### src/rtl/i2c_pkg.sv
// rtl/i2c_pkg.sv - shared I2C types: transaction FSM states, response codes, address width
package i2c_pkg;
    localparam int SLV_ADDR_W = 7;

    localparam logic [1:0] ERR_OK      = 2'd0;
    localparam logic [1:0] ERR_NACK    = 2'd1;
    localparam logic [1:0] ERR_TIMEOUT = 2'd2;

    typedef enum logic [1:0] {
        ST_IDLE  = 2'd0,
        ST_ISSUE = 2'd1,
        ST_WAIT  = 2'd2,
        ST_RESP  = 2'd3
    } txn_state_t;
endpackage

### src/rtl/i2c_txn_arbiter_if.sv
// rtl/i2c_txn_arbiter_if.sv - requester and controller signal bundle around the I2C arbiter
interface i2c_txn_arbiter_if #(
    parameter int NUM_REQ    = 4,
    parameter int DATA_WIDTH = 8
);
    localparam int IDW = $clog2(NUM_REQ);

    logic [NUM_REQ-1:0]                reqValid;
    logic [NUM_REQ-1:0]                reqReady;
    logic [NUM_REQ-1:0]                reqWrEn;
    logic [NUM_REQ*(DATA_WIDTH-1)-1:0] reqSlvAddr;
    logic [NUM_REQ*DATA_WIDTH-1:0]     reqRegAddr;
    logic [NUM_REQ*DATA_WIDTH-1:0]     reqData;
    logic                              rspValid;
    logic [IDW-1:0]                    rspId;
    logic [DATA_WIDTH-1:0]             rspData;
    logic [1:0]                        rspErr;
    logic                              wrEn;
    logic                              newTXN;
    logic [DATA_WIDTH-2:0]             slvAddr;
    logic [DATA_WIDTH-1:0]             regAddr;
    logic [DATA_WIDTH-1:0]             dataIn;
    logic                              ctrlBusy;
    logic                              ctrlDone;
    logic                              ctrlNack;
    logic [DATA_WIDTH-1:0]             dataOut;

    modport slave (
        input  reqValid, reqWrEn, reqSlvAddr, reqRegAddr, reqData,
        input  ctrlBusy, ctrlDone, ctrlNack, dataOut,
        output reqReady, rspValid, rspId, rspData, rspErr,
        output wrEn, newTXN, slvAddr, regAddr, dataIn
    );

    modport master (
        output reqValid, reqWrEn, reqSlvAddr, reqRegAddr, reqData,
        output ctrlBusy, ctrlDone, ctrlNack, dataOut,
        input  reqReady, rspValid, rspId, rspData, rspErr,
        input  wrEn, newTXN, slvAddr, regAddr, dataIn
    );
endinterface

### src/rtl/i2c_txn_arbiter_rr_arbiter.sv
// rtl/i2c_txn_arbiter_rr_arbiter.sv - round-robin grant with a pointer advanced past the last winner
module rr_arbiter #(
    parameter int NUM_REQ = 4
) (
    input  logic                       clk,
    input  logic                       rst,
    input  logic [NUM_REQ-1:0]         req,
    input  logic                       update,
    input  logic [$clog2(NUM_REQ)-1:0] update_idx,
    output logic [NUM_REQ-1:0]         grant,
    output logic [$clog2(NUM_REQ)-1:0] grant_idx,
    output logic                       grant_valid
);
    localparam int IDW = $clog2(NUM_REQ);

    logic [IDW-1:0] ptr;

    function automatic logic [IDW-1:0] slot(input logic [IDW-1:0] p, input int k);
        int s;
        s = int'(p) + k;
        if (s >= NUM_REQ) s = s - NUM_REQ;
        return IDW'(s);
    endfunction

    always_ff @(posedge clk) begin
        if (rst) begin
            ptr <= '0;
        end else if (update) begin
            ptr <= (int'(update_idx) == NUM_REQ - 1) ? '0 : update_idx + IDW'(1);
        end
    end

    // Scan from farthest to nearest so the slot closest to ptr is written last and wins.
    always_comb begin
        grant       = '0;
        grant_idx   = '0;
        grant_valid = 1'b0;
        for (int k = NUM_REQ - 1; k >= 0; k--) begin
            if (req[slot(ptr, k)]) begin
                grant_valid = 1'b1;
                grant_idx   = slot(ptr, k);
                grant       = NUM_REQ'(1) << slot(ptr, k);
            end
        end
    end
endmodule

### src/rtl/i2c_txn_arbiter.sv
// rtl/i2c_txn_arbiter.sv - shares one I2C controller among NUM_REQ requesters, one transaction at a time
module i2c_txn_arbiter #(
    parameter int NUM_REQ        = 4,
    parameter int DATA_WIDTH     = 8,
    parameter int TIMEOUT_CYCLES = 4096
) (
    input logic              clk,
    input logic              rst,
    i2c_txn_arbiter_if.slave bus
);
    import i2c_pkg::*;

    localparam int IDW = $clog2(NUM_REQ);
    localparam int CW  = $clog2(TIMEOUT_CYCLES);
    localparam int SW  = DATA_WIDTH - 1;

    txn_state_t            state, state_next;
    logic [IDW-1:0]        g_q;
    logic                  wr_q;
    logic [SW-1:0]         slv_q;
    logic [DATA_WIDTH-1:0] reg_q, din_q, rdata_q;
    logic [1:0]            err_q;
    logic [CW-1:0]         cnt_q;
    logic [NUM_REQ-1:0]    grant;
    logic [IDW-1:0]        grant_idx;
    logic                  grant_valid;
    logic                  expired;

    rr_arbiter #(.NUM_REQ(NUM_REQ)) u_rr (
        .clk         (clk),
        .rst         (rst),
        .req         (bus.reqValid),
        .update      (state == ST_RESP),
        .update_idx  (g_q),
        .grant       (grant),
        .grant_idx   (grant_idx),
        .grant_valid (grant_valid)
    );

    assign expired = (cnt_q == CW'(TIMEOUT_CYCLES - 1));

    always_ff @(posedge clk) begin
        if (rst) begin
            state   <= ST_IDLE;
            g_q     <= '0;
            wr_q    <= 1'b0;
            slv_q   <= '0;
            reg_q   <= '0;
            din_q   <= '0;
            rdata_q <= '0;
            err_q   <= ERR_OK;
            cnt_q   <= '0;
        end else begin
            state <= state_next;
            case (state)
                ST_IDLE: if (grant_valid) begin
                    g_q   <= grant_idx;
                    wr_q  <= bus.reqWrEn[grant_idx];
                    slv_q <= bus.reqSlvAddr[int'(grant_idx)*SW +: SW];
                    reg_q <= bus.reqRegAddr[int'(grant_idx)*DATA_WIDTH +: DATA_WIDTH];
                    din_q <= bus.reqData[int'(grant_idx)*DATA_WIDTH +: DATA_WIDTH];
                end
                // The newTXN cycle itself is the first elapsed cycle, so the response
                // lands exactly TIMEOUT_CYCLES after the start pulse.
                ST_ISSUE: if (!bus.ctrlBusy) cnt_q <= CW'(1);
                ST_WAIT: begin
                    if (bus.ctrlDone) begin
                        rdata_q <= (wr_q || bus.ctrlNack) ? '0 : bus.dataOut;
                        err_q   <= bus.ctrlNack ? ERR_NACK : ERR_OK;
                    end else if (expired) begin
                        rdata_q <= '0;
                        err_q   <= ERR_TIMEOUT;
                    end else begin
                        cnt_q <= cnt_q + CW'(1);
                    end
                end
                default: ;
            endcase
        end
    end

    always_comb begin
        state_next   = state;
        bus.reqReady = '0;
        bus.newTXN   = 1'b0;
        bus.wrEn     = 1'b0;
        bus.slvAddr  = '0;
        bus.regAddr  = '0;
        bus.dataIn   = '0;
        bus.rspValid = 1'b0;
        bus.rspId    = '0;
        bus.rspData  = '0;
        bus.rspErr   = ERR_OK;
        case (state)
            ST_IDLE: begin
                bus.reqReady = grant;
                if (grant_valid) state_next = ST_ISSUE;
            end
            ST_ISSUE, ST_WAIT: begin
                bus.wrEn    = wr_q;
                bus.slvAddr = slv_q;
                bus.regAddr = reg_q;
                bus.dataIn  = din_q;
                if (state == ST_ISSUE) begin
                    bus.newTXN = !bus.ctrlBusy;
                    if (!bus.ctrlBusy) state_next = ST_WAIT;
                end else if (bus.ctrlDone || expired) begin
                    state_next = ST_RESP;
                end
            end
            ST_RESP: begin
                bus.rspValid = 1'b1;
                bus.rspId    = g_q;
                bus.rspData  = rdata_q;
                bus.rspErr   = err_q;
                state_next   = ST_IDLE;
            end
            default: state_next = ST_IDLE;
        endcase
    end
endmodule

### src/flat_wrapper.sv
// flat-port wrapper written by rule: the top's interface ports become plain ports
module i2c_txn_arbiter_flat import i2c_pkg::*;
#(
    parameter int NUM_REQ        = 4,
    parameter int DATA_WIDTH     = 8,
    parameter int TIMEOUT_CYCLES = 4096
)
  (clk, rst, bus_reqValid, bus_reqWrEn, bus_reqSlvAddr, bus_reqRegAddr, bus_reqData, bus_ctrlBusy, bus_ctrlDone, bus_ctrlNack, bus_dataOut, bus_reqReady, bus_rspValid, bus_rspId, bus_rspData, bus_rspErr, bus_wrEn, bus_newTXN, bus_slvAddr, bus_regAddr, bus_dataIn);
  i2c_txn_arbiter_if #(.NUM_REQ(NUM_REQ), .DATA_WIDTH(DATA_WIDTH)) bus_i ();
  input logic clk;
  input logic rst;
  input wire logic [$bits(bus_i.reqValid)-1:0] bus_reqValid;
  input wire logic [$bits(bus_i.reqWrEn)-1:0] bus_reqWrEn;
  input wire logic [$bits(bus_i.reqSlvAddr)-1:0] bus_reqSlvAddr;
  input wire logic [$bits(bus_i.reqRegAddr)-1:0] bus_reqRegAddr;
  input wire logic [$bits(bus_i.reqData)-1:0] bus_reqData;
  input wire logic [$bits(bus_i.ctrlBusy)-1:0] bus_ctrlBusy;
  input wire logic [$bits(bus_i.ctrlDone)-1:0] bus_ctrlDone;
  input wire logic [$bits(bus_i.ctrlNack)-1:0] bus_ctrlNack;
  input wire logic [$bits(bus_i.dataOut)-1:0] bus_dataOut;
  output wire logic [$bits(bus_i.reqReady)-1:0] bus_reqReady;
  output wire logic [$bits(bus_i.rspValid)-1:0] bus_rspValid;
  output wire logic [$bits(bus_i.rspId)-1:0] bus_rspId;
  output wire logic [$bits(bus_i.rspData)-1:0] bus_rspData;
  output wire logic [$bits(bus_i.rspErr)-1:0] bus_rspErr;
  output wire logic [$bits(bus_i.wrEn)-1:0] bus_wrEn;
  output wire logic [$bits(bus_i.newTXN)-1:0] bus_newTXN;
  output wire logic [$bits(bus_i.slvAddr)-1:0] bus_slvAddr;
  output wire logic [$bits(bus_i.regAddr)-1:0] bus_regAddr;
  output wire logic [$bits(bus_i.dataIn)-1:0] bus_dataIn;
  assign bus_i.reqValid = bus_reqValid;
  assign bus_i.reqWrEn = bus_reqWrEn;
  assign bus_i.reqSlvAddr = bus_reqSlvAddr;
  assign bus_i.reqRegAddr = bus_reqRegAddr;
  assign bus_i.reqData = bus_reqData;
  assign bus_i.ctrlBusy = bus_ctrlBusy;
  assign bus_i.ctrlDone = bus_ctrlDone;
  assign bus_i.ctrlNack = bus_ctrlNack;
  assign bus_i.dataOut = bus_dataOut;
  assign bus_reqReady = bus_i.reqReady;
  assign bus_rspValid = bus_i.rspValid;
  assign bus_rspId = bus_i.rspId;
  assign bus_rspData = bus_i.rspData;
  assign bus_rspErr = bus_i.rspErr;
  assign bus_wrEn = bus_i.wrEn;
  assign bus_newTXN = bus_i.newTXN;
  assign bus_slvAddr = bus_i.slvAddr;
  assign bus_regAddr = bus_i.regAddr;
  assign bus_dataIn = bus_i.dataIn;
  i2c_txn_arbiter #(.NUM_REQ(NUM_REQ), .DATA_WIDTH(DATA_WIDTH), .TIMEOUT_CYCLES(TIMEOUT_CYCLES)) u_core (.clk(clk), .rst(rst), .bus(bus_i));
endmodule
### config.mk
export PLATFORM = sky130hd
export DESIGN_NAME = i2c_txn_arbiter_flat
export DESIGN_NICKNAME = d
export VERILOG_FILES = /design/src/rtl/i2c_pkg.sv /design/src/rtl/i2c_txn_arbiter_if.sv /design/src/rtl/i2c_txn_arbiter_rr_arbiter.sv /design/src/rtl/i2c_txn_arbiter.sv /design/src/flat_wrapper.sv
export SDC_FILE = /design/constraint.sdc
export NUM_CORES = 1
export LEC_CHECK = 0
export ABC_CLOCK_PERIOD_IN_PS = 4600
export CORE_MARGIN = 10
export CORE_UTILIZATION = 45
export CTS_BUF_LIST = sky130_fd_sc_hd__clkbuf_8
export CTS_CLUSTER_SIZE = 28
export DETAILED_ROUTE_END_ITERATION = 6
export MAX_ROUTING_LAYER = met4
export PLACE_DENSITY = 0.83
export SYNTH_ARGS = -nofsm -noshare
export SYNTH_HDL_FRONTEND = slang
export SYNTH_SLANG_ARGS = --single-unit
### constraint.sdc
create_clock -name clk -period 4.6 [get_ports clk]
set_input_delay 0.69 -clock clk [delete_from_list [all_inputs] [get_ports clk]]
set_output_delay 0.69 -clock clk [all_outputs]
set_load 0.05 [all_outputs]
==> results.json <==
{
  "io-pin-count": 155,
  "finClkSkew_ns": 0.00579,
  "reg2reg_from": "u_core.u_rr.ptr[1]$_SDFFE_PP0P_",
  "synth_common_cells": "52 x dfxtp_1, 41 x o211ai_1, 39 x nand2_1",
  "path_clk_slew_ns": 0.09,
  "post_cts_buffers": 0,
  "ant_nets": 0,
  "worst_r2r_path_depth": 10,
  "setup_tns_ns": 0,
  "cts_hold_buf": 0,
  "grt_max_degree": 41,
  "syn_inst": 459,
  "fmax_mhz": 238,
  "fin_util_pct": 66.3,
  "hp-class": "reg2reg",
  "total_power_uw": 2480,
  "synth_top_cell_area_share_pct": 27.5,
  "netlist_area_sq_mm": 0.00379,
  "hold_violations": 0,
  "final_layout_size_suffix_gt1_share_pct": 8.72,
  "vdd_drop_max_mv": 0.212,
  "gr-total-overflow": 0,
  "cts_root_buffer": "clkbuf_8",
  "crit_start": "u_core.u_rr.ptr[1]$_SDFFE_PP0P_",
  "synth_mux_area_share_pct": 13.4,
  "num_rows": 33,
  "rsz0062_at_grt": "no",
  "cts.sinks": 52,
  "gp_congestion": 0.878,
  "clockBufferDepth": 2,
  "n_antenna_cell": 0,
  "fp.coreArea_sq_mm": 0.00822,
  "port_buffers": 154,
  "crit_fanout": 10,
  "finalCriticalPeriod_ns": 4.20,
  "synthTopCellsByArea": "dfxtp_1 27%, o211ai_1 8.1%, and2_1 6.1%, mux2i_1 5.6%, mux2_2 5.1%",
  "cpPeakStageDelay_ns": 0.83,
  "crit_cells": 8,
  "routedWlPerCell_um": 18.0,
  "ys_ff_latch": 52,
  "wirelength_um": 12600,
  "synth-simple-area-share_pct": 20.2,
  "status": "finished clean",
  "synth_enable_flop_cells": 0,
  "clk_latency_ns": 0.31,
  "cp.required_ns": 3.91,
  "synth_fa_ha_area_share_pct": 4.29,
  "nets": 722,
  "cts_buffers": 5,
  "leakage_uw": 0.00196,
  "drc": 0,
  "ys_types": 50,
  "syn_avg_cell_area_sq_um": 8.25,
  "final_area_sq_mm": 0.00545,
  "cts_tree": "yes",
  "viasPerCell": 5.69,
  "synth-xor-area-share_pct": 2.08,
  "fp.dieH_um": 112,
  "dpl_cell_area_sq_mm": 0.00537,
  "grt_pass1_vias": 4277,
  "cp_top_family": "buffers and inverters",
  "holdWs_ns": 0.456,
  "slew_violations": 0,
  "cap_violations": 0,
  "dp_hpwl_um": 9910,
  "r2r_end": "u_core.din_q[2]$_SDFFE_PP0P_",
  "yosysMostFrequentCell": "dfxtp_1",
  "synth-compound-area-share_pct": 25.1,
  "vias": 3988,
  "area_growth_pct": 43.8,
  "worst_slew_pin_slew_ns": 0.930,
  "start_util_pct": 46.1,
  "finalSetupViolations": 0,
  "crit_buf_inv": 2,
  "cts_resized": 0,
  "worstSetupPathType": "reg2out",
  "cp-start-kind": "register",
  "cp-endpoint": "bus_reqReady[3]",
  "antenna_found_initial": 0,
  "postSynth.asyncResetShare_pct": 0,
  "die_x_um": 112,
  "dr.pass1.iters": 5,
  "drt_iter0_drc": 167,
  "reg2reg_setup_slack_ns": 1.04,
  "grt_use_total_pct": 20.1,
  "syn-num-nets": 585,
  "synth_top_family_by_area": "compound AO/OA/AOI/OAI gates",
  "cp.arrival_ns": 3.51,
  "finalCritPeriodShare_pct": 91.4,
  "slew_headroom_pct": 37.7,
  "power_density_mw_per_mm2": 456,
  "critPathSlowestCell": "clkdlybuf4s50_1",
  "yosys_warnings": 0,
  "path_cells": "inv_1 > ha_1 > mux4_2 > nor2b_2 > a221oi_1 > a211o_1 > a21boi_0 > clkdlybuf4s50_1",
  "yosys.area.top_type": "dfxtp_1",
  "h-tree-depth": 2,
  "grt_first_pass_wirelength_um": 20800,
  "dieArea_sq_mm": 0.0125,
  "critical_path.endpoint_type": "primary output",
  "ys.flop_type": "dfxtp_1",
  "ys_seq_area_share_pct": 27.5
}
-- power by group --
part / leakage [uW] / switching [uW] / internal, uW / total, uW
sequential: 0.000425 / 66.5 / 569 / 636
combinational: 0.00149 / 990 / 611 / 1600
clock: 0.0000452 / 146 / 102 / 247
-- cell type report --
type / count / area, sq um
inverter: 30 / 113
clock inverter: 2 / 8.76
clock buffer: 5 / 68.8
multi-input combinational: 343 / 2470
tap: 105 / 131
timing repair buffer: 164 / 1620
sequential: 52 / 1040
fill: 693 / 2770
-- per-stage QoR --
stage	std cells	setup slack, ns
after CTS	701	0.405
after global routing	701	0.191
final	701	0.397
after detailed placement	694	0.430
after floorplan	459	0.418
after global placement	694	0.583
-- registers in the layout, indices dropped and copies added (netlist names) --
signal and count:
u_core.cnt_q 12, u_core.din_q 8, u_core.err_q 2, u_core.g_q 2, u_core.rdata_q 8, u_core.reg_q 8, u_core.slv_q 7, u_core.state 2
u_core.u_rr.ptr 2, u_core.wr_q 1
-- cell usage in the layout, fill, tap and decap left out, drive strengths merged, types with 2 or more instances in the layout --
| master | instances |
|---|---|
| a211o | 10 |
| dfxtp | 52 |
| o211ai | 41 |
| nand4 | 3 |
| nor3b | 2 |
| a22oi | 8 |
| or2 | 8 |
| buf | 10 |
| a221oi | 4 |
| xnor2 | 6 |
| nor2 | 28 |
| nand3 | 6 |
| mux2i | 21 |
| clkbuf | 5 |
| a21oi | 26 |
| mux2 | 18 |
| nand2 | 39 |
| ha | 13 |
| nor2b | 5 |
| mux4 | 4 |
| and4 | 2 |
| o221ai | 17 |
| o21ai | 6 |
| a21boi | 5 |
| nor3 | 6 |
| and2 | 37 |
| inv | 31 |
| o21a | 4 |
| or3 | 4 |
| nand2b | 3 |
| xor2 | 3 |
| a31oi | 2 |
| a211oi | 3 |
| clkdlybuf4s50 | 154 |
-- worst min path at each step --
stage / to / depth (start not counted) / start / slack, ns
2_1_floorplan: u_core.din_q[0]$_SDFFE_PP0P_ / 2 / u_core.din_q[0]$_SDFFE_PP0P_ / 0.43
3_3_place_gp: u_core.din_q[1]$_SDFFE_PP0P_ / 2 / u_core.din_q[1]$_SDFFE_PP0P_ / 0.44
3_5_place_dp: u_core.slv_q[1]$_SDFFE_PP0P_ / 2 / u_core.slv_q[1]$_SDFFE_PP0P_ / 0.44
4_1_cts: u_core.slv_q[1]$_SDFFE_PP0P_ / 2 / u_core.slv_q[1]$_SDFFE_PP0P_ / 0.45
5_1_grt: u_core.slv_q[1]$_SDFFE_PP0P_ / 2 / u_core.slv_q[1]$_SDFFE_PP0P_ / 0.47
6_report: u_core.reg_q[7]$_SDFFE_PP0P_ / 2 / u_core.reg_q[7]$_SDFFE_PP0P_ / 0.46
-- logic make-up (layout without fill, tap and decap cells) --
| group | count (synthesis) | in the layout |
|---|---|---|
| simple gates | 147 | 147 |
| compound gates | 131 | 131 |
| buf+inv | 64 | 201 |
| flops | 52 | 52 |
| mux | 43 | 43 |
| fa+ha+maj | 13 | 13 |
| xor+xnor | 9 | 9 |
-- layer usage --
| metal | up-vias | wire, um | track usage, % | part of all wire (%) |
|---|---|---|---|---|
| li1 | 1935 | - | - | - |
| met1 | 1885 | 5080 | 21.6 | 40 |
| met2 | 147 | 6180 | 33.4 | 49 |
| met3 | 21 | 1110 | 7.73 | 8.8 |
| met4 | 0 | 257 | 6.68 | 2.0 |
| met5 | - | 0 | - | 0 |
-- worst min-delay path: stages (launching register included) --
cell     delay [ns]
dfxtp_1        0.31
nand2_1        0.05
a21oi_1        0.05
No activity file was read; power rests on OpenSTA's default activity.
